[src/rtl/ram_av_bridge.sv]
// ram_av_bridge
// Avalon-MM slave front end for the byte-banked on-chip RAM. Single and burst
// reads/writes become one RAM word access per cycle. Writes have zero wait
// states. Reads stall the master for one cycle per beat and return registered
// data with avs_readdatavalid.
//
// Ports
//   clk, rst            clock, synchronous active-high reset
//   avs_address         byte address; word = avs_address[a_width+1:2]
//   avs_read/avs_write  command strobes (read wins when both are high in IDLE)
//   avs_byteenable      byte lanes of a write beat
//   avs_writedata       write beat data
//   avs_burstcount      beats per burst, 0 behaves as 1
//   avs_waitrequest     stall (high while a read burst runs and during reset)
//   avs_readdata        registered read data, holds when not valid
//   avs_readdatavalid   avs_readdata carries a beat this cycle
//   ram_addr/ram_we/ram_wd  RAM address, byte write enables, write data
//   ram_rd              RAM read data, combinational from ram_addr
//
// state | meaning
// IDLE  | accepting commands; first write beat goes straight to the RAM
// WRITE | remaining beats of a write burst, addresses from addr_q
// READ  | one RAM read per cycle from addr_q, waitrequest held high
module ram_av_bridge #(
  parameter int a_width  = 7,
  parameter int bc_width = 4
) (
  input  logic                clk,
  input  logic                rst,
  input  logic [a_width+1:0]  avs_address,
  input  logic                avs_read,
  input  logic                avs_write,
  input  logic [3:0]          avs_byteenable,
  input  logic [31:0]         avs_writedata,
  input  logic [bc_width-1:0] avs_burstcount,
  output logic                avs_waitrequest,
  output logic [31:0]         avs_readdata,
  output logic                avs_readdatavalid,
  output logic [a_width-1:0]  ram_addr,
  output logic [3:0]          ram_we,
  output logic [31:0]         ram_wd,
  input  logic [31:0]         ram_rd
);

  typedef enum logic [1:0] {
    IDLE  = 2'd0,
    WRITE = 2'd1,
    READ  = 2'd2
  } state_t;

  localparam logic [a_width-1:0]  addr_one = {{(a_width-1){1'b0}}, 1'b1};
  localparam logic [bc_width-1:0] cnt_one  = {{(bc_width-1){1'b0}}, 1'b1};

  state_t              state_q, state_d;
  logic [a_width-1:0]  addr_q, addr_d;
  logic [bc_width-1:0] cnt_q, cnt_d;
  logic [31:0]         rdata_q, rdata_d;
  logic                rvalid_q, rvalid_d;

  logic [a_width-1:0]  word;
  logic [bc_width-1:0] bc_eff;

  assign word   = avs_address[a_width+1:2];
  assign bc_eff = (avs_burstcount == '0) ? cnt_one : avs_burstcount;

  always_ff @(posedge clk) begin
    if (rst) begin
      state_q  <= IDLE;
      addr_q   <= '0;
      cnt_q    <= '0;
      rdata_q  <= '0;
      rvalid_q <= 1'b0;
    end else begin
      state_q  <= state_d;
      addr_q   <= addr_d;
      cnt_q    <= cnt_d;
      rdata_q  <= rdata_d;
      rvalid_q <= rvalid_d;
    end
  end

  always_comb begin
    state_d         = state_q;
    addr_d          = addr_q;
    cnt_d           = cnt_q;
    rdata_d         = rdata_q;
    rvalid_d        = 1'b0;
    avs_waitrequest = 1'b0;
    ram_addr        = word;
    ram_we          = 4'b0000;
    ram_wd          = avs_writedata;

    case (state_q)
      IDLE: begin
        if (avs_read) begin
          // read has priority; a simultaneous write is dropped
          addr_d  = word;
          cnt_d   = bc_eff;
          state_d = READ;
        end else if (avs_write) begin
          ram_we = avs_byteenable;
          if (bc_eff > cnt_one) begin
            addr_d  = word + addr_one;
            cnt_d   = bc_eff - cnt_one;
            state_d = WRITE;
          end
        end
      end

      WRITE: begin
        ram_addr = addr_q;
        if (avs_write) begin
          ram_we = avs_byteenable;
          addr_d = addr_q + addr_one;
          cnt_d  = cnt_q - cnt_one;
          if (cnt_q == cnt_one) state_d = IDLE;
        end
      end

      READ: begin
        avs_waitrequest = 1'b1;
        ram_addr        = addr_q;
        rdata_d         = ram_rd;
        rvalid_d        = 1'b1;
        addr_d          = addr_q + addr_one;
        cnt_d           = cnt_q - cnt_one;
        if (cnt_q == cnt_one) state_d = IDLE;
      end

      default: state_d = IDLE;
    endcase

    // reset stalls the master and blocks RAM writes even before the edge
    if (rst) begin
      avs_waitrequest = 1'b1;
      ram_we          = 4'b0000;
    end
  end

  assign avs_readdata      = rdata_q;
  assign avs_readdatavalid = rvalid_q;

endmodule

[config.mk]
export PLATFORM = sky130hd
export DESIGN_NAME = ram_av_bridge
export DESIGN_NICKNAME = d
export VERILOG_FILES = /design/src/rtl/ram_av_bridge.sv
export SDC_FILE = /design/constraint.sdc
export NUM_CORES = 1
export LEC_CHECK = 0
export ABC_AREA = 1
export CAP_MARGIN = 20
export CORE_UTILIZATION = 34
export DETAILED_ROUTE_END_ITERATION = 10
export HOLD_SLACK_MARGIN = 0.03
export PLACE_DENSITY_LB_ADDON = 0.2
export SLEW_MARGIN = 10
export SYNTH_ARGS = -nofsm -noshare
export SYNTH_HDL_FRONTEND = slang
export SYNTH_SLANG_ARGS = --single-unit
export TNS_END_PERCENT = 100
[constraint.sdc]
create_clock -name clk -period 1.7 [get_ports clk]
set_clock_uncertainty 0.05 [all_clocks]
set_input_delay 0.34 -clock clk [delete_from_list [all_inputs] [get_ports clk]]
set_output_delay 0.34 -clock clk [all_outputs]
set_load 0.01 [all_outputs]
== Word level (Yosys, flattened, before mapping) ==
Index checks and enable logic that the tools add are counted.
W data, S select, Z words.

* Bits in registers: 46
* Input bits: 85
* Output and inout bits: 77
* Logic and storage cells: 46

* Magnitude comparators: 1
* Reduce and logical (&&, ||, !) cells: 6
* Multiplexer cells: 24
* Equal/unequal tests: 6
* $add $sub $neg: 4

{| class="wikitable"
|+ Operators by type and width
! operator !! count
|-
| $mux W7 || 5
|-
| $mux W4 || 8
|-
| $pmux W7 S3 || 1
|-
| $add A7 B1 Y7 const B || 2
|-
| $pmux W4 S3 || 1
|-
| $mux W2 || 5
|-
| $pmux W4 S2 || 1
|-
| $sub A4 B1 Y4 const B || 2
|-
| $ne A3 B3 Y1 const B || 2
|-
| $pmux W2 S3 || 1
|-
| $eq A4 B1 Y1 const B || 1
|-
| $gt A4 B1 Y1 const B || 1
|-
| $logic_not A4 Y1 || 1
|-
| $reduce_and A4 Y1 || 1
|-
| $reduce_and A3 Y1 || 1
|-
| $reduce_bool A3 Y1 || 1
|-
| $eq A2 B1 Y1 const B || 1
|-
| $eq A2 B2 Y1 const B || 1
|-
| $logic_not A2 Y1 || 1
|-
| $mux W1 || 2
|-
| $ne A2 B2 Y1 const B || 1
|-
| $reduce_or A2 Y1 || 1
|}

== Depth between registers and ports, before layout ==
Gate-level depths: netlist of the first run.

* Depth after elaboration: 7
* Depth in mapped cells: 11
* Gate-level depth less buffers: 11

== Least setup slack after synthesis of the first run ==
Ideal clock, no wire load.

* Kind: reg-to-output
* Start point: register state_q[0]
* End point: output port ram_addr[1]
* Data required time: 1.310 ns
* Stages on the path, launching flop included: 6
* Path buffers: 1
* Arrival: 1.366 ns
* Setup slack: -0.056 ns
* Cells stage by stage: dfxtp_1 > inv_1 > ha_1 > clkinv_1 > clkbuf_1 > o21ai_0

* Word-level cells in the longest chain between the ends: 3
* Elaborated cells on any way between the ends: 4
* Those cells by class: eq/ne: 2; mux: 1; reduce/logical: 1

{| class="wikitable"
|+ Ends and longest elaborated chain
! item !! RTL line !! source
|-
| start: declaration || 54 || <nowiki>state_t state_q, state_d;</nowiki>
|-
| start signal: assignment || 74 || <nowiki>state_q <= state_d;</nowiki>
|-
| $eq A2 B2 Y1 or $eq A2 B1 Y1 (tied branches) || 93 || <nowiki>case (state_q)</nowiki>
|-
| $reduce_or A2 Y1 (no line) * || - ||
|-
| $mux W7 * || 93 ||
|-
| end: declaration || 39 || <nowiki>output logic [a_width-1:0] ram_addr,</nowiki>
|}

Mark *: on every way between the ends. The rest lies on a longest branch, timed or not.

== Worst setup path in the final report of the first run ==
* Start point: register state_q[1]
* End point: output port ram_addr[4]

The elaborated chain is that of the path after synthesis.

==> impl_results.md, run 1 <==
- Die W: 90.7 µm
- Finished Layout Cells: 586
- Peak supply drop: 0.000627 V
- Final min period: 1830 ps
- Cell Rows: 31
- Setup violators final: 11
- First-pass GRT wire length: 11,600 µm
- Hold depth: 2
- Asr flop ratio synth: 0
- Count of cell types in the netlist: 30
- DRC: 0
- Register-to-Register Path Depth: 9
- GRT overflow: 0
- Area of the core: 7450 µm²
- Slew Limit Fails: 0
- Most frequent cell after synthesis: nand2_1
- Total routed wirelength: 7160 µm
- PnR worst setup slack: -130 ps
- Largest cells by area after synthesis: dfxtp_1, nand2_1, nand3_1
- CP arrival: 1440 ps
- Syn Nets: 478
- Bufs on Longest Clock Path: 2
- Routed len/inst: 12.2 µm
- Vias: 2,721
- Failing checks: negative setup slack
- Sequential area share after synthesis: 0.344
- First-pass DRT Iterations: 4
- Synth area leader: dfxtp_1
- Setup TNS: -898 ps
- Slew HR: 0.833
- Initial Utilization: 0.360
- Crit-path slowest cell: dfxtp_2
- Clock buffer count from CTS: 5
- Largest net degree at the start of global routing: 34
- Initial DRC count: 123
- Leakage power: 0.00189 µW
- Filler Cell Count: 747
- Crit end category: output pin
- Pwr dens: 1510 nW/µm²
- Final HPWL DP: 5180 µm
- Worst Tran Pin Value: 249 ps
- Clk_lat worst skew: 290 ps
- Stages on worst setup path: 6
- Final Hold Vio Count: 0
- RSZ-0062 raised after global routing: true
- Startpoint types: flip-flop
- Slowest stage delay, CP: 340 ps
- Vias in the first global route: 2,690
- Fmax: 546 MHz
- Synth Cell Area: 2680 µm²
- EDFF count, synth: 0
- Synthesis-stage register bit count: 46
- CTS tree: yes
- Area grow syn2layout: 49.9%
- Clk slew on worst S/H paths: 90 ps
- Diode count: 0
- DIE AREA: 8230 µm²
- Hold Slack: 424 ps
- Maxcap violations: 0
- Most common library cells after synthesis: nand2_1, nand3_1, dfxtp_1
- Util after Layout: 0.539
- Pwr Total: 6050 µW
- Status: finished with violations
- Total GRT Usage: 0.172
- Root Buffer: clkbuf_8
- WP data required: 1310 ps
- Clk sink count: 46
- Post-route ant nets: 0
- Synth top area share: 0.344
- Synth warn: 0
- Crit-path cells: inv_2 > ha_4 > buf_8 > nand2_2 > o21ai_2 > buf_2
- Crit Path Category: reg2out
- Cells after Synth: 384
- Ys flop type: dfxtp_1
- H-tree levels: 2
- Fin crit share: 1.08
- CP top delay family: flip-flops
- Final net count: 580
- Die H: 90.7 µm
- Cts hold-fix bufs: 0
- Routability Congestion: 0.773
- PortBufs: 95
- Worst hold path class: reg2reg
- Buf/Inv on CP: 3
- Mean Syn Cell Area: 6.97 µm²
- Placed Instances: 571
- Layout cells sized above 1: 0.263
- Initial antenna violation count: 0
- # IOs: 162
- CP Max Fanout: 6
- Via/cell ratio: 4.64
## sequential cells by signal, indices dropped and copies added, names as in the netlist
register,cells
addr_q,7
avs_readdatavalid,1
cnt_q,4
avs_readdata,32
state_q,2
## layer usage
layer  share of wire  global-route usage  up-vias
li1                -                   -     1396
met1            0.42               0.191     1251
met2            0.49               0.306       60
met3           0.069              0.0589       14
met4           0.012              0.0538        0
met5               0                   0        -
## path summary, 6_finish.rpt
check	from	end	slack [ps]
worst max-delay path	state_q[1]	ram_addr[4]	-130
worst min-delay path	avs_readdata[20]	avs_readdata[20]	420
worst max register to register	state_q[0]	cnt_q[0]	90
worst min register to register	avs_readdata[20]	avs_readdata[20]	420
## through the flow
| stage | worst slack (ps) | cell area, µm² |
|---|---|---|
| finish | -130 | 4010 |
| global route | -189 | 4010 |
| CTS | -138 | 3920 |
| detailed placement | -561 | 3740 |
| global placement | -526 | 3740 |
| floorplan | -56.0 | 2680 |
## cell type report
type                       instances  area (µm²)  area share
inverter                          34         139      0.0346
sequential                        46         923       0.230
tap                               99         124      0.0309
multi-input combinational        255        1420       0.353
clock inverter                     3        21.3     0.00530
clock buffer                       5        68.8      0.0171
timing repair buffer             144        1320       0.329
## placed cells by master (no fill, tap or decap), drive strengths merged
| master | count |
|---|---|
| clkdlybuf4s50 | 80 |
| nand3 | 54 |
| a21oi | 16 |
| ha | 9 |
| o211ai | 1 |
| xor2 | 2 |
| inv | 32 |
| nand4 | 5 |
| dlygate4sd2 | 1 |
| o21ai | 20 |
| dlymetal6s2s | 2 |
| buf | 61 |
| a31oi | 1 |
| clkinv | 3 |
| nor3 | 1 |
| clkbuf | 5 |
| clkinvlp | 2 |
| dfxtp | 46 |
| nor3b | 4 |
| nor2 | 16 |
| nand2 | 126 |
## where the power goes
group          total, µW  internal [µW]  switching [µW]
logic               3810           1840            1980
registers           1560           1380             181
clock network        676            289             386
## worst min-delay path, stage by stage (launching register included)
cell and delay (ps):
dfxtp_1 320, nand3_1 70, nand2_1 50
## cell families (layout without fill, tap and decap cells)
group	count (synthesis)	in the layout	share of synthesized area
buf+inv	83	186	0.175
compound gates	38	38	0.0893
fa+ha+maj	9	9	0.0421
xor+xnor	2	2	0.00654
flops	46	46	0.344
simple gates	206	206	0.343
## what timing repair did
item | 4_1_cts | 5_1_grt
setup buffers | 4 | 2
pin swaps | 3 | 11
endpoints found under the setup margin | 12 | 53
cloned | 1 | 0
gates resized for setup | 77 | 26
Power figures use the tool's default switching activity.
==> run 2: changes to the inputs <==
CORE_UTILIZATION = 30   (was 34)
==> run 2 against run 1 <==
  * The flow still finishes with violations (negative setup slack)
  * Hold slack barely moved
  * Worst setup slack improved by 26 ps
  * Die area rose by 13%
  * Critical path depth did not move
  * Sequential power barely moved
  * Count of clock-buffer cells in the layout rose by 1
  * Flip-flop and latch count did not move
  * Core utilization fell by 7.4 points
  * Via count fell by 0.40%
  * Sequential share of layout area fell by 0.13 points
  * Wire length fell by 0.82%
  * First-iteration DRC count rose by 11%
  * Largest cell class unchanged
==> impl_results.md, run 2 (synthesized netlist as in run 1, its figures left out) <==
- Status: finished with violations (unchanged)
- Failing checks: negative setup slack (unchanged)
- Vias: 2,710 (was 2,721)
- Top Usage Layer GRT: met2 (unchanged)
- Total routed wirelength: 7100 µm (was 7160 µm)
- Via/cell ratio: 4.56 (was 4.64)
- Routability Congestion: 0.804 (was 0.773)
- Reg2reg setup slack: 90 ps (about the same)
- Largest net degree at the start of global routing: 40 (was 34)
- Part of the power in registers: 0.258 (about the same)
- Root Buffer: clkbuf_8 (unchanged)
- Area grow syn2layout: 50.7% (was 49.9%)
- Leakage power: 0.00191 µW (was 0.00189 µW)
- Worst Tran Pin Value: 441 ps (was 249 ps)
- Clock share of power: 0.109 (was 0.112)
- Placed Instances: 582 (was 571)
- Initial DRC count: 136 (was 123)
- CP arrival: 1410 ps (was 1440 ps)
- Area of the core: 8680 µm² (was 7450 µm²)
- WP data required: 1310 ps (about the same)
- Die H: 96.5 µm (was 90.7 µm)
- PnR worst setup slack: -104 ps (was -130 ps)
- Finished Layout Cells: 594 (was 586)
- Clk slew on worst S/H paths: 80 ps (was 90 ps)
- Most frequent cells in the layout: nand2_1, clkdlybuf4s50_1, nand3_1 (unchanged)
- Crit-path cells: inv_2 > ha_4 > buf_8 > nand2_4 > o21ai_2 > buf_2 (was inv_2 > ha_4 > buf_8 > nand2_2 > o21ai_2 > buf_2)
- Slew HR: 0.706 (was 0.833)
- Crit end category: output pin (unchanged)
- Initial Utilization: 0.309 (was 0.360)
- Final HPWL DP: 5060 µm (was 5180 µm)
- Cts hold-fix bufs: 0 (unchanged)
- P_int: 3520 µW (was 3510 µW)
- Maxcap violations: 0 (unchanged)
- Most common cell after layout, fill and taps aside: nand2_1 (unchanged)
- Hold depth: 2 (unchanged)
- Initial antenna violation count: 0 (unchanged)
- Met1 Use GR: 0.178 (was 0.191)
- Combinational share of power: 0.633 (was 0.630)
- CTS tree: yes (unchanged)
- Final net count: 580 (unchanged)
- Util after Layout: 0.465 (was 0.539)
- Vias in the first global route: 2,565 (was 2,690)
- Final min period: 1800 ps (was 1830 ps)
- GRT overflow: 0 (unchanged)
- Fmax: 554 MHz (was 546 MHz)
- Register-to-Register Path Depth: 10 (was 9)
- Filler Cell Count: 901 (was 747)
- Clk sink count: 46 (unchanged)
- # IOs: 162 (unchanged)
- RR Startpoint: state_q[1] (was state_q[0])
- First-pass DRT Iterations: 6 (was 4)
- Crit Path Category: reg2out (unchanged)
- DIE AREA: 9310 µm² (was 8230 µm²)
- CP Max Fanout: 7 (was 6)
- Switching share of power: 0.420 (about the same)
- Cell Rows: 34 (was 31)
- Peak supply drop: 0.000739 V (was 0.000627 V)
- First-pass GRT wire length: 11,100 µm (was 11,600 µm)
- Crit-path slowest cell: dfxtp_2 (unchanged)
- Stages on worst setup path: 6 (unchanged)
- Routed len/inst: 12.0 µm (was 12.2 µm)
- Max FFs per register: 32 (unchanged)
- Die W: 96.5 µm (was 90.7 µm)
- Slowest stage delay, CP: 340 ps (about the same)
- Post-route ant nets: 0 (unchanged)
- Final Hold Vio Count: 0 (unchanged)
- Diode count: 0 (unchanged)
- PortBufs: 95 (unchanged)
- Layout cells sized above 1: 0.255 (was 0.263)
- Clock buffer count from CTS: 5 (unchanged)
- GRT met3 Usage: 0.0485 (was 0.0589)
- Buf/Inv on CP: 3 (unchanged)
- Pwr Total: 6070 µW (was 6050 µW)
- RSZ-0062 raised after global routing: true (unchanged)
- Capturing point of the worst reg2reg path: addr_q[4] (was cnt_q[0])
- Pre-CTS setup slack: -584 ps (was -561 ps)
- Pwr dens: 1500 nW/µm² (was 1510 nW/µm²)
- Startpoint types: flip-flop (unchanged)
- H-tree levels: 2 (unchanged)
- Worst Hold Launch: avs_readdata[24] (was avs_readdata[20])
- Met2 Use GR: 0.257 (was 0.306)
- Worst hold path class: reg2reg (unchanged)
- Slew Limit Fails: 0 (unchanged)
- Clk_lat worst skew: 300 ps (was 290 ps)
- Total GRT Usage: 0.150 (was 0.172)
- Psw: 2550 µW (was 2540 µW)
- CP top delay family: buffers and inverters (was flip-flops)
- Fin crit share: 1.06 (was 1.08)
- FF/Latch Area: 923 µm² (unchanged)
- Setup violators final: 10 (was 11)
- Multi-input gate area: 1440 µm² (was 1420 µm²)
- DRC: 0 (unchanged)
- Worst Hold End: avs_readdata[24] (was avs_readdata[20])
- Bufs on Longest Clock Path: 2 (unchanged)
-- run 2: worst register-to-register path, cell delays in order (launching register included) --
cell     delay [ps]
dfxtp_2         340
inv_2            50
buf_4           140
ha_4            160
buf_4           140
a21oi_4         140
nand3_4         130
buf_12          170
nor2_2           90
nand2_1          60
a21oi_2         100
-- run 2: through the flow --
stage	TNS, ps	instance area (µm²)	hold slack (ps)
after floorplan	-112	2680	393
after global placement	-10290	3780	408
after detailed placement	-10350	3780	413
after CTS	-1020	3950	428
after global routing	-1440	4040	441
final	-751	4040	424
-- run 2: area by class of cell --
| type | instances | share of cell area |
|---|---|---|
| multi-input combinational | 255 | 0.356 |
| sequential | 46 | 0.229 |
| timing repair buffer | 144 | 0.327 |
| inverter | 34 | 0.0350 |
| clock buffer | 6 | 0.0180 |
| tap | 108 | 0.0335 |
| clock inverter | 1 | 0.00186 |
-- run 2: per-layer routing --
metal | vias to the layer above | wire (µm)
li1 | 1396 | -
met1 | 1225 | 3170
met4 | 0 | 66
met3 | 15 | 517
met5 | - | 0
met2 | 74 | 3350
-- run 2: worst max-delay path by stage --
stage / start / to / slack (ps)
2_1_floorplan: state_q[0] / ram_addr[1] / -60
3_3_place_gp: rst / ram_we[0] / -520
3_5_place_dp: rst / ram_we[0] / -580
4_1_cts: state_q[1] / ram_addr[0] / -160
5_1_grt: state_q[0] / ram_addr[6] / -170
6_report: state_q[1] / ram_addr[6] / -100
-- run 2: power groups by stage --
stage	Sequential [µW]	Combinational [µW]	Clock [µW]
3_5_place_dp	1560	3380	0
3_3_place_gp	1550	3360	0
4_1_cts	1560	3830	683
2_1_floorplan	1640	1850	0
5_1_grt	1600	4240	722
6_report	1570	3840	659
-- run 2: what timing repair did --
| item | 4_1_cts | 5_1_grt |
|---|---|---|
| buffers inserted | 3 | 2 |
| endpoints found under the setup margin | 12 | 41 |
| resized for setup | 78 | 26 |
| gates cloned | 1 | 0 |
| pin swaps | 6 | 10 |
==> run 3: changes to the inputs <==
clock period = 2 ns   (was 1.7 ns; I/O delays follow)
==> run 3 against run 2 <==
  * The flow now finishes without violations
  * Core utilization down 1.9 points
  * Critical path depth shrank 1
  * Worst setup slack gained 160 ps
  * Sequential power fell by 16%
  * Flip-flop and latch count is the same
  * Die area unchanged
  * Wire length decreased by 1.3%
  * Highest routed layer unchanged
==> impl_results.md, run 3 (synthesized netlist as in run 1, its figures left out) <==
- Status: complete, no violations (was finished with violations)
- CP arrival: 1490 ps (was 1410 ps)
- Initial antenna violation count: 0 (unchanged)
- Most common cell after layout, fill and taps aside: nand2_1 (unchanged)
- Diode count: 0 (unchanged)
- Pwr Total: 4860 µW (was 6070 µW)
- Crit Path Category: in2out (was reg2out)
- Capturing point of the worst reg2reg path: avs_readdata[25] (was addr_q[4])
- Peak supply drop: 0.000473 V (was 0.000739 V)
- Fmax: 514 MHz
- Slew Limit Fails: 0 (unchanged)
- Clk sink count: 46 (unchanged)
- CP startpoint: rst (was state_q[1])
- Vias: 2,688 (was 2,710)
- Hold Slack: 426 ps (was 424 ps)
- Initial DRC count: 100 (was 136)
- Final min period: 1940 ps
- First-pass DRT Iterations: 4 (was 6)
- Crit path to: avs_waitrequest (was ram_addr[6])
- Final Hold Vio Count: 0 (unchanged)
- H-tree levels: 2 (unchanged)
- Max FFs per register: 32 (unchanged)
- Fin crit share: 0.972
- Leakage power: 0.00182 µW (was 0.00191 µW)
- PortBufs: 95 (unchanged)
- Area grow syn2layout: 44.6% (was 50.7%)
- Routability Congestion: 0.784 (was 0.804)
- Die H: 96.5 µm (unchanged)
- CP Max Fanout: 3 (was 7)
- Largest net degree at the start of global routing: 39 (was 40)
- Clk_lat worst skew: 310 ps (was 300 ps)
- DIE AREA: 9310 µm² (unchanged)
- Clk slew on worst S/H paths: 90 ps (was 80 ps)
- # IOs: 162 (unchanged)
- Most frequent cells in the layout: nand2_1, clkdlybuf4s50_1, nand3_1 (unchanged)
- DRC: 0 (unchanged)
- Setup violators final: 0 (was 10)
- Die W: 96.5 µm (unchanged)
- Cell Rows: 34 (unchanged)
- Total routed wirelength: 7010 µm (was 7100 µm)
- Post-route ant nets: 0 (unchanged)
- Crit-path cells: clkdlybuf4s50_1 > inv_2 > buf_4 > nand2_1 > dlygate4sd2_1 (was inv_2 > ha_4 > buf_8 > nand2_4 > o21ai_2 > buf_2)
- Slowest stage delay, CP: 510 ps (was 340 ps)
- Vias in the first global route: 2,544 (was 2,565)
- Maxcap violations: 0 (unchanged)
- Bufs on Longest Clock Path: 2 (unchanged)
- Initial Utilization: 0.309 (unchanged)
- Area of the core: 8680 µm² (unchanged)
- Crit-path slowest cell: clkdlybuf4s50_1 (was dfxtp_2)
- Register-to-Register Path Depth: 9 (was 10)
- GRT overflow: 0 (unchanged)
- Cts hold-fix bufs: 0 (unchanged)
- Root Buffer: clkbuf_8 (unchanged)
- Clock buffer count from CTS: 5 (unchanged)
- Final HPWL DP: 5160 µm (was 5060 µm)
- Reg2reg setup slack: 340 ps (was 90 ps)
- Startpoint types: input port (was flip-flop)
- CTS tree: yes (unchanged)
- Via/cell ratio: 4.56 (about the same)
- Pwr dens: 1260 nW/µm² (was 1500 nW/µm²)
- Filler Cell Count: 943 (was 901)
- RSZ-0062 raised after global routing: false (was true)
- WP data required: 1550 ps (was 1310 ps)
- Total GRT Usage: 0.151 (was 0.150)
- RR Startpoint: state_q[0] (was state_q[1])
- Worst Tran Pin Value: 426 ps (was 441 ps)
- Worst hold path class: reg2reg (unchanged)
- Layout cells sized above 1: 0.205 (was 0.255)
- Slew HR: 0.716 (was 0.706)
- Crit end category: output pin (unchanged)
- First-pass GRT wire length: 11,000 µm (was 11,100 µm)
- Final net count: 575 (was 580)
- Routed len/inst: 11.9 µm (was 12.0 µm)
==> run 3: cell types whose count changed in the layout (fill, tap and decap cells not counted), sizes merged <==
cell	before	now
clkinv	1	2
clkinvlp	2	1
inv	32	34
clkdlybuf4s15	0	1
dlymetal6s2s	2	0
buf	61	53
clkdlybuf4s50	80	83
==> run 3: metal layers <==
| layer | global-route usage | up-vias | routed length (µm) |
|---|---|---|---|
| li1 | - | 1385 | - |
| met1 | 0.169 | 1214 | 3040 |
| met2 | 0.271 | 85 | 3390 |
| met3 | 0.0642 | 4 | 573 |
| met4 | 0.0221 | 0 | 8 |
| met5 | 0 | - | 0 |
==> run 3: final cells by class <==
class                   count  area (µm²)  area share
multi-input cells         255        1350       0.348
repair buffers            139        1240       0.320
flip-flops and latches     46         923       0.238
inverters                  34         135      0.0349
well taps                 108         135      0.0349
clock buffers               5        68.8      0.0178
clock inverters             3        25.0     0.00646
==> run 3: where the power goes <==
group          switching (µW)  internal [µW]  total [µW]
combinational            1540           1380        2920
sequential                149           1180        1320
clock                     362            253         615
==> run 3: worst min path at each step <==
stage                startpoint  slack [ps]  cells past startpoint               end
4_1_cts        avs_readdata[27]         430                      2  avs_readdata[27]
3_3_place_gp   avs_readdata[14]         410                      2  avs_readdata[14]
5_1_grt        avs_readdata[31]         450                      2  avs_readdata[31]
6_report        avs_readdata[6]         430                      2   avs_readdata[6]
2_1_floorplan          cnt_q[1]         410                      2          cnt_q[1]
3_5_place_dp   avs_readdata[27]         410                      2  avs_readdata[27]
==> run 3: stage by stage <==
step	util	cells	instance area [µm²]	TNS [ps]	setup slack (ps)
2_1_floorplan	-	384	2680	0	184
5_1_grt	0.446	590	3870	0	8.65
3_3_place_gp	0.431	580	3740	-2710	-337
3_5_place_dp	0.431	580	3740	-2950	-403
4_1_cts	0.450	588	3910	0	1.74
6_report	0.446	590	3870	0	55.5
==> run 3: critical path: cells and delay by family <==
kind          cells  cell delay [ps]
buf+inv           4             1000
simple gates      1               80
==> run 3: repair_timing <==
action                                 CTS  global route
pin swaps                                2             1
endpoints found under the hold margin    0             0
gates resized for setup                 52            13
setup endpoints to repair               12            11
cloned                                   0             0
buffers inserted                         0             2
